### config.mk
export PLATFORM = sky130hd
export DESIGN_NAME = alu_arbiter_ctrl
export DESIGN_NICKNAME = d
export VERILOG_FILES = /design/src/rtl/alu_arbiter_ctrl.sv
export SDC_FILE = /design/constraint.sdc
export NUM_CORES = 1
export LEC_CHECK = 0
export ABC_AREA = 1
export CAP_MARGIN = 10
export CORE_UTILIZATION = 55
export DETAILED_ROUTE_END_ITERATION = 6
export DONT_BUFFER_PORTS = 1
export GPL_TIMING_DRIVEN = 0
export HOLD_SLACK_MARGIN = 0.1
export PLACE_DENSITY = 0.74
export SLEW_MARGIN = 25
export SYNTH_ARGS = -nofsm -noshare
export SYNTH_HDL_FRONTEND = slang
export SYNTH_SLANG_ARGS = --single-unit
### constraint.sdc
create_clock -name clk -period 2.5 [get_ports clk]
set_input_delay 0.5 -clock clk [delete_from_list [all_inputs] [get_ports clk]]
set_output_delay 0.5 -clock clk [all_outputs]
set_load 0.01 [all_outputs]
### src/rtl/alu_arbiter_ctrl.sv
// alu_arbiter_ctrl: two-requester round-robin front end for a shared
// combinational ALU. One operation is in flight at a time. It is granted in
// IDLE, driven to the ALU in EXEC, and held as a response in RESP until the
// consumer takes it.
module alu_arbiter_ctrl #(
  parameter int W       = 4,
  parameter int NUM_OPS = 10
) (
  input  logic         clk,
  input  logic         rst,
  // requester 0
  input  logic         req0_valid,
  output logic         req0_ready,
  input  logic [W-1:0] req0_a,
  input  logic [W-1:0] req0_b,
  input  logic [3:0]   req0_op,
  // requester 1
  input  logic         req1_valid,
  output logic         req1_ready,
  input  logic [W-1:0] req1_a,
  input  logic [W-1:0] req1_b,
  input  logic [3:0]   req1_op,
  // shared ALU
  output logic [W-1:0] alu_a,
  output logic [W-1:0] alu_b,
  output logic [3:0]   alu_op,
  input  logic [W-1:0] alu_result,
  input  logic         alu_n,
  input  logic         alu_z,
  input  logic         alu_c,
  input  logic         alu_v,
  // response
  output logic         rsp_valid,
  input  logic         rsp_ready,
  output logic         rsp_id,
  output logic [W-1:0] rsp_result,
  output logic [3:0]   rsp_flags,
  output logic         rsp_err,
  output logic [7:0]   op_count
);

  typedef enum logic [1:0] {
    ST_IDLE,
    ST_EXEC,
    ST_RESP
  } state_e;

  // Five bits so that NUM_OPS = 16 ("every opcode legal") still fits.
  localparam logic [4:0] NUM_OPS_L = 5'(NUM_OPS);

  state_e       state_q,       state_d;
  logic         last_grant_q,  last_grant_d;
  logic [W-1:0] op_a_q,        op_a_d;
  logic [W-1:0] op_b_q,        op_b_d;
  logic [3:0]   op_code_q,     op_code_d;
  logic         op_id_q,       op_id_d;
  logic         rsp_id_q,      rsp_id_d;
  logic [W-1:0] rsp_result_q,  rsp_result_d;
  logic [3:0]   rsp_flags_q,   rsp_flags_d;
  logic         rsp_err_q,     rsp_err_d;
  logic [7:0]   op_count_q,    op_count_d;

  logic any_valid;
  logic grant_id;
  logic grant_fire;
  logic op_illegal;

  // Round-robin pick: on a tie the requester that did not win last time goes.
  always_comb begin
    any_valid  = req0_valid | req1_valid;
    grant_id   = (req0_valid && req1_valid) ? ~last_grant_q : req1_valid;
    grant_fire = (state_q == ST_IDLE) && any_valid && !rst;
    req0_ready = grant_fire && !grant_id;
    req1_ready = grant_fire &&  grant_id;
    op_illegal = {1'b0, op_code_q} >= NUM_OPS_L;
  end

  // Next-state logic and ALU drive for the IDLE -> EXEC -> RESP sequence.
  always_comb begin
    // NOTE: every signal gets a default before the case so that no path
    // through this block leaves one unassigned and infers a latch.
    state_d      = state_q;
    last_grant_d = last_grant_q;
    op_a_d       = op_a_q;
    op_b_d       = op_b_q;
    op_code_d    = op_code_q;
    op_id_d      = op_id_q;
    rsp_id_d     = rsp_id_q;
    rsp_result_d = rsp_result_q;
    rsp_flags_d  = rsp_flags_q;
    rsp_err_d    = rsp_err_q;
    op_count_d   = op_count_q;
    alu_a        = '0;
    alu_b        = '0;
    alu_op       = '0;

    case (state_q)
      ST_IDLE: begin
        if (any_valid) begin
          state_d      = ST_EXEC;
          last_grant_d = grant_id;
          op_id_d      = grant_id;
          op_a_d       = grant_id ? req1_a  : req0_a;
          op_b_d       = grant_id ? req1_b  : req0_b;
          op_code_d    = grant_id ? req1_op : req0_op;
        end
      end
      ST_EXEC: begin
        alu_a    = op_a_q;
        alu_b    = op_b_q;
        alu_op   = op_code_q;
        rsp_id_d = op_id_q;
        if (op_illegal) begin
          rsp_result_d = '0;
          rsp_flags_d  = '0;
          rsp_err_d    = 1'b1;
        end else begin
          rsp_result_d = alu_result;
          rsp_flags_d  = {alu_n, alu_z, alu_c, alu_v};
          rsp_err_d    = 1'b0;
        end
        state_d = ST_RESP;
      end
      ST_RESP: begin
        if (rsp_ready) begin
          state_d    = ST_IDLE;
          op_count_d = op_count_q + 8'd1;
        end
      end
      default: state_d = ST_IDLE;
    endcase
  end

  // Control and response registers with synchronous reset.
  always_ff @(posedge clk) begin
    // NOTE: state registers use non-blocking assignments so every flop
    // samples the pre-edge value of the others, whatever the block order.
    if (rst) begin
      state_q      <= ST_IDLE;
      last_grant_q <= 1'b1;
      rsp_id_q     <= 1'b0;
      rsp_result_q <= '0;
      rsp_flags_q  <= '0;
      rsp_err_q    <= 1'b0;
      op_count_q   <= '0;
    end else begin
      state_q      <= state_d;
      last_grant_q <= last_grant_d;
      rsp_id_q     <= rsp_id_d;
      rsp_result_q <= rsp_result_d;
      rsp_flags_q  <= rsp_flags_d;
      rsp_err_q    <= rsp_err_d;
      op_count_q   <= op_count_d;
    end
  end

  // Latched operation; only read in EXEC, which is always preceded by a load.
  always_ff @(posedge clk) begin
    // NOTE: pure datapath registers are left without reset; the FSM
    // guarantees they are written before they are ever observed.
    op_a_q    <= op_a_d;
    op_b_q    <= op_b_d;
    op_code_q <= op_code_d;
    op_id_q   <= op_id_d;
  end

  assign rsp_valid  = (state_q == ST_RESP);
  assign rsp_id     = rsp_id_q;
  assign rsp_result = rsp_result_q;
  assign rsp_flags  = rsp_flags_q;
  assign rsp_err    = rsp_err_q;
  assign op_count   = op_count_q;

endmodule

==> summary.txt <==
Synthesis
  – Synth Area per Inst: 7.92 µm²
  – Yosys top cell area share: 0.275
  – Post-synthesis sequential area ratio: 0.531
  – Cell variety after synth: 20
  – Mapped Nets: 231
  – Area contributors post-synth: dfxtp_1 (28%), edfxtp_1 (26%), nand2_1 (15%)
  – Synthesis Warnings: 0
  – Cell Area, Synth: 0.00153 mm²
  – Yosys reg bits: 34
  – Post-Syn Instances: 193
  – Yosys top cell by area: dfxtp_1

STA
  – Slew Limit Headroom: 0.720
  – Clock skew: 14.5 ps
  – Fin worst setup slack: 370 ps
  – Measured slew at the worst slew-check pin: 420 ps
  – Slew Limit Fails: 0
  – Min cycle time layout: 2130 ps
  – Smallest hold slack: 217 ps
  – Fin crit share: 0.852
  – Unrepaired setup endpoints after global routing: no
  – Fin. Hold Viols: 0
  – Fmax: around 0.47 GHz
  – Final setup fails: 0
  – Setup_tns: 0 ps

Die
  – I/O pins: 70
  – Starting Density: 0.600
  – Rows: 18
  – Die area: 0.00299 mm²
  – Die span in y: 54.7 µm
  – Core area: 0.00254 mm²
  – Die X: 54.7 µm

Run
  – Max cap viols: 0

Clock network
  – CTS tree: yes
  – CTS max path bufs: 2
  – Sink Count: 34
  – Hold Buf Count CTS: 0
  – TritonCTS Buffers: 5
  – Post_cts resized: 0
  – H-tree Lvls: 2
  – Clock-pin slew on the worst setup and hold paths: 120 ps
  – Post-CTS Setup Bufs: 0
  – Clk_lat worst skew: 330 ps
  – Root buffer cell: clkbuf_4

Route
  – DR iter-0 viols: 18
  – Routed Antenna Nets: 0
  – Vias per cell: 5.21
  – Total number of vias: approximately 1200
  – Avg WL per Cell: around 12 µm
  – # DRC: 0
  – Initial DRT Pass Iterations: 4
  – Total Wirelength: 2.84 mm

Critical path
  – Critical Path Start Type: register
  – CP Capture Type: output pin
  – WP data required: approximately 2000 ps
  – Setup CP Type: reg2out
  – Crit-path max FO: 15
  – CP arrival: 1630 ps

Global routing
  – Layer with the highest usage: met2
  – Global route total overflow: 0
  – Vias in the first global route: between 1000 and 1500
  – Tot GR Track Use: 0.206
  – First-pass GRT wire length: 4.15 mm
  – Initial antenna violation count: 0
  – Met2 Track Usage GR: 0.373
  – Largest net degree at the start of global routing: 16
  – GR met3 Demand/Resource: 0.0694
  – Met1 Use GR: 0.209

Cells and area
  – Fill cells: around 240
  – Ant. Diodes: 0
  – Share of cells above drive strength 1: 0.109
  – Nets: 238
  – Area Growth Syn to Fin: 7.78%

Placement
  – DP Worst Slack: 426 ps
  – DP HPWL: 2.16 mm
  – Port buffer count: 0
  – GP Congestion: 0.677

Pwr
  – Peak supply drop: 502 µV
  – Leak pwr: 0.746 nW
  – Pwr dens: slightly above 700 mW/mm²

Status
  – Status: completed

Hold path
  – Worst Hold Class: in2reg
cell families (layout without fill, tap and decap cells):
group	count (synthesis)	after routing	share of synthesized area
xor+xnor	2	2	0.0115
simple gates	110	110	0.305
fa+ha+maj	1	1	0.00819
buf+inv	28	36	0.0827
flops	34	34	0.531
compound gates	18	18	0.0614
final cells by class:
type                       instances  area [µm²]  area share
clock buffer                       6        62.6      0.0380
tap                               30        37.5      0.0228
sequential                        34         811       0.492
inverter                          22        82.6      0.0502
buffer                             6        43.8      0.0266
multi-input combinational        131         596       0.362
clock inverter                     2        13.8     0.00836
power by group:
| group | switching (mW) | internal, mW |
|---|---|---|
| combinational | 0.101 | 0.0447 |
| sequential | 0.0263 | 0.627 |
| clock | 0.188 | 0.171 |
through the flow:
| stage | util | power, mW | instances | cell area, µm² |
|---|---|---|---|---|
| final | 0.647 | 1.16 | 231 | 1650 |
| after global routing | 0.647 | 1.21 | 231 | 1650 |
| after CTS | 0.645 | 1.17 | 231 | 1640 |
| after detailed placement | 0.615 | 0.812 | 223 | 1570 |
| after global placement | 0.615 | 0.804 | 223 | 1570 |
| after floorplan | - | 0.780 | 193 | 1530 |
registers in the layout, summed over array words and instances, names as in the netlist:
register,flops
rsp_result,4
op_id_q,1
rsp_flags,4
op_code_q,4
op_a_q,4
rsp_err,1
rsp_id,1
op_count,8
op_b_q,4
state_q,2
last_grant_q,1
cells in the final DEF (no fill, tap or decap), drive strengths merged:
master	synthesis	routed
dfxtp	21	21
nand2	63	63
clkinvlp	0	1
inv	22	23
a21oi	15	15
xor2	2	2
clkbuf	1	7
nor3	1	1
o21ai	3	3
edfxtp	13	13
nor2	32	32
nand3	14	14
buf	5	5
ha	1	1
cell usage after synthesis (all sizes together):
cell	number
nand3	14
edfxtp	13
a21oi	15
nand2	63
dfxtp	21
o21ai	3
ha	1
inv	22
nor2	32
clkbuf	1
xor2	2
buf	5
nor3	1
path summary, 6_finish.rpt:
check,slack (ps),depth (start not counted),end,start
worst max-delay path,370,5,req1_ready,state_q[1]
worst min-delay path,220,1,rsp_result[2],rst
worst max register to register,1070,6,last_grant_q,state_q[1]
worst min register to register,490,2,rsp_id,op_id_q
routing by layer:
layer  up-vias  part of all wire
met1       539              0.37
li1        617                 -
met2        44              0.55
met5         -                 0
met4         0            0.0067
met3         4             0.077
worst max-delay path, stage by stage (launching register included):
cell     delay, ps
dfxtp_1        370
inv_1           90
nand2_1         90
nor2_4         340
nand2_1        180
nor2_1         230
Note: power is estimated with default switching activity, not from simulation.
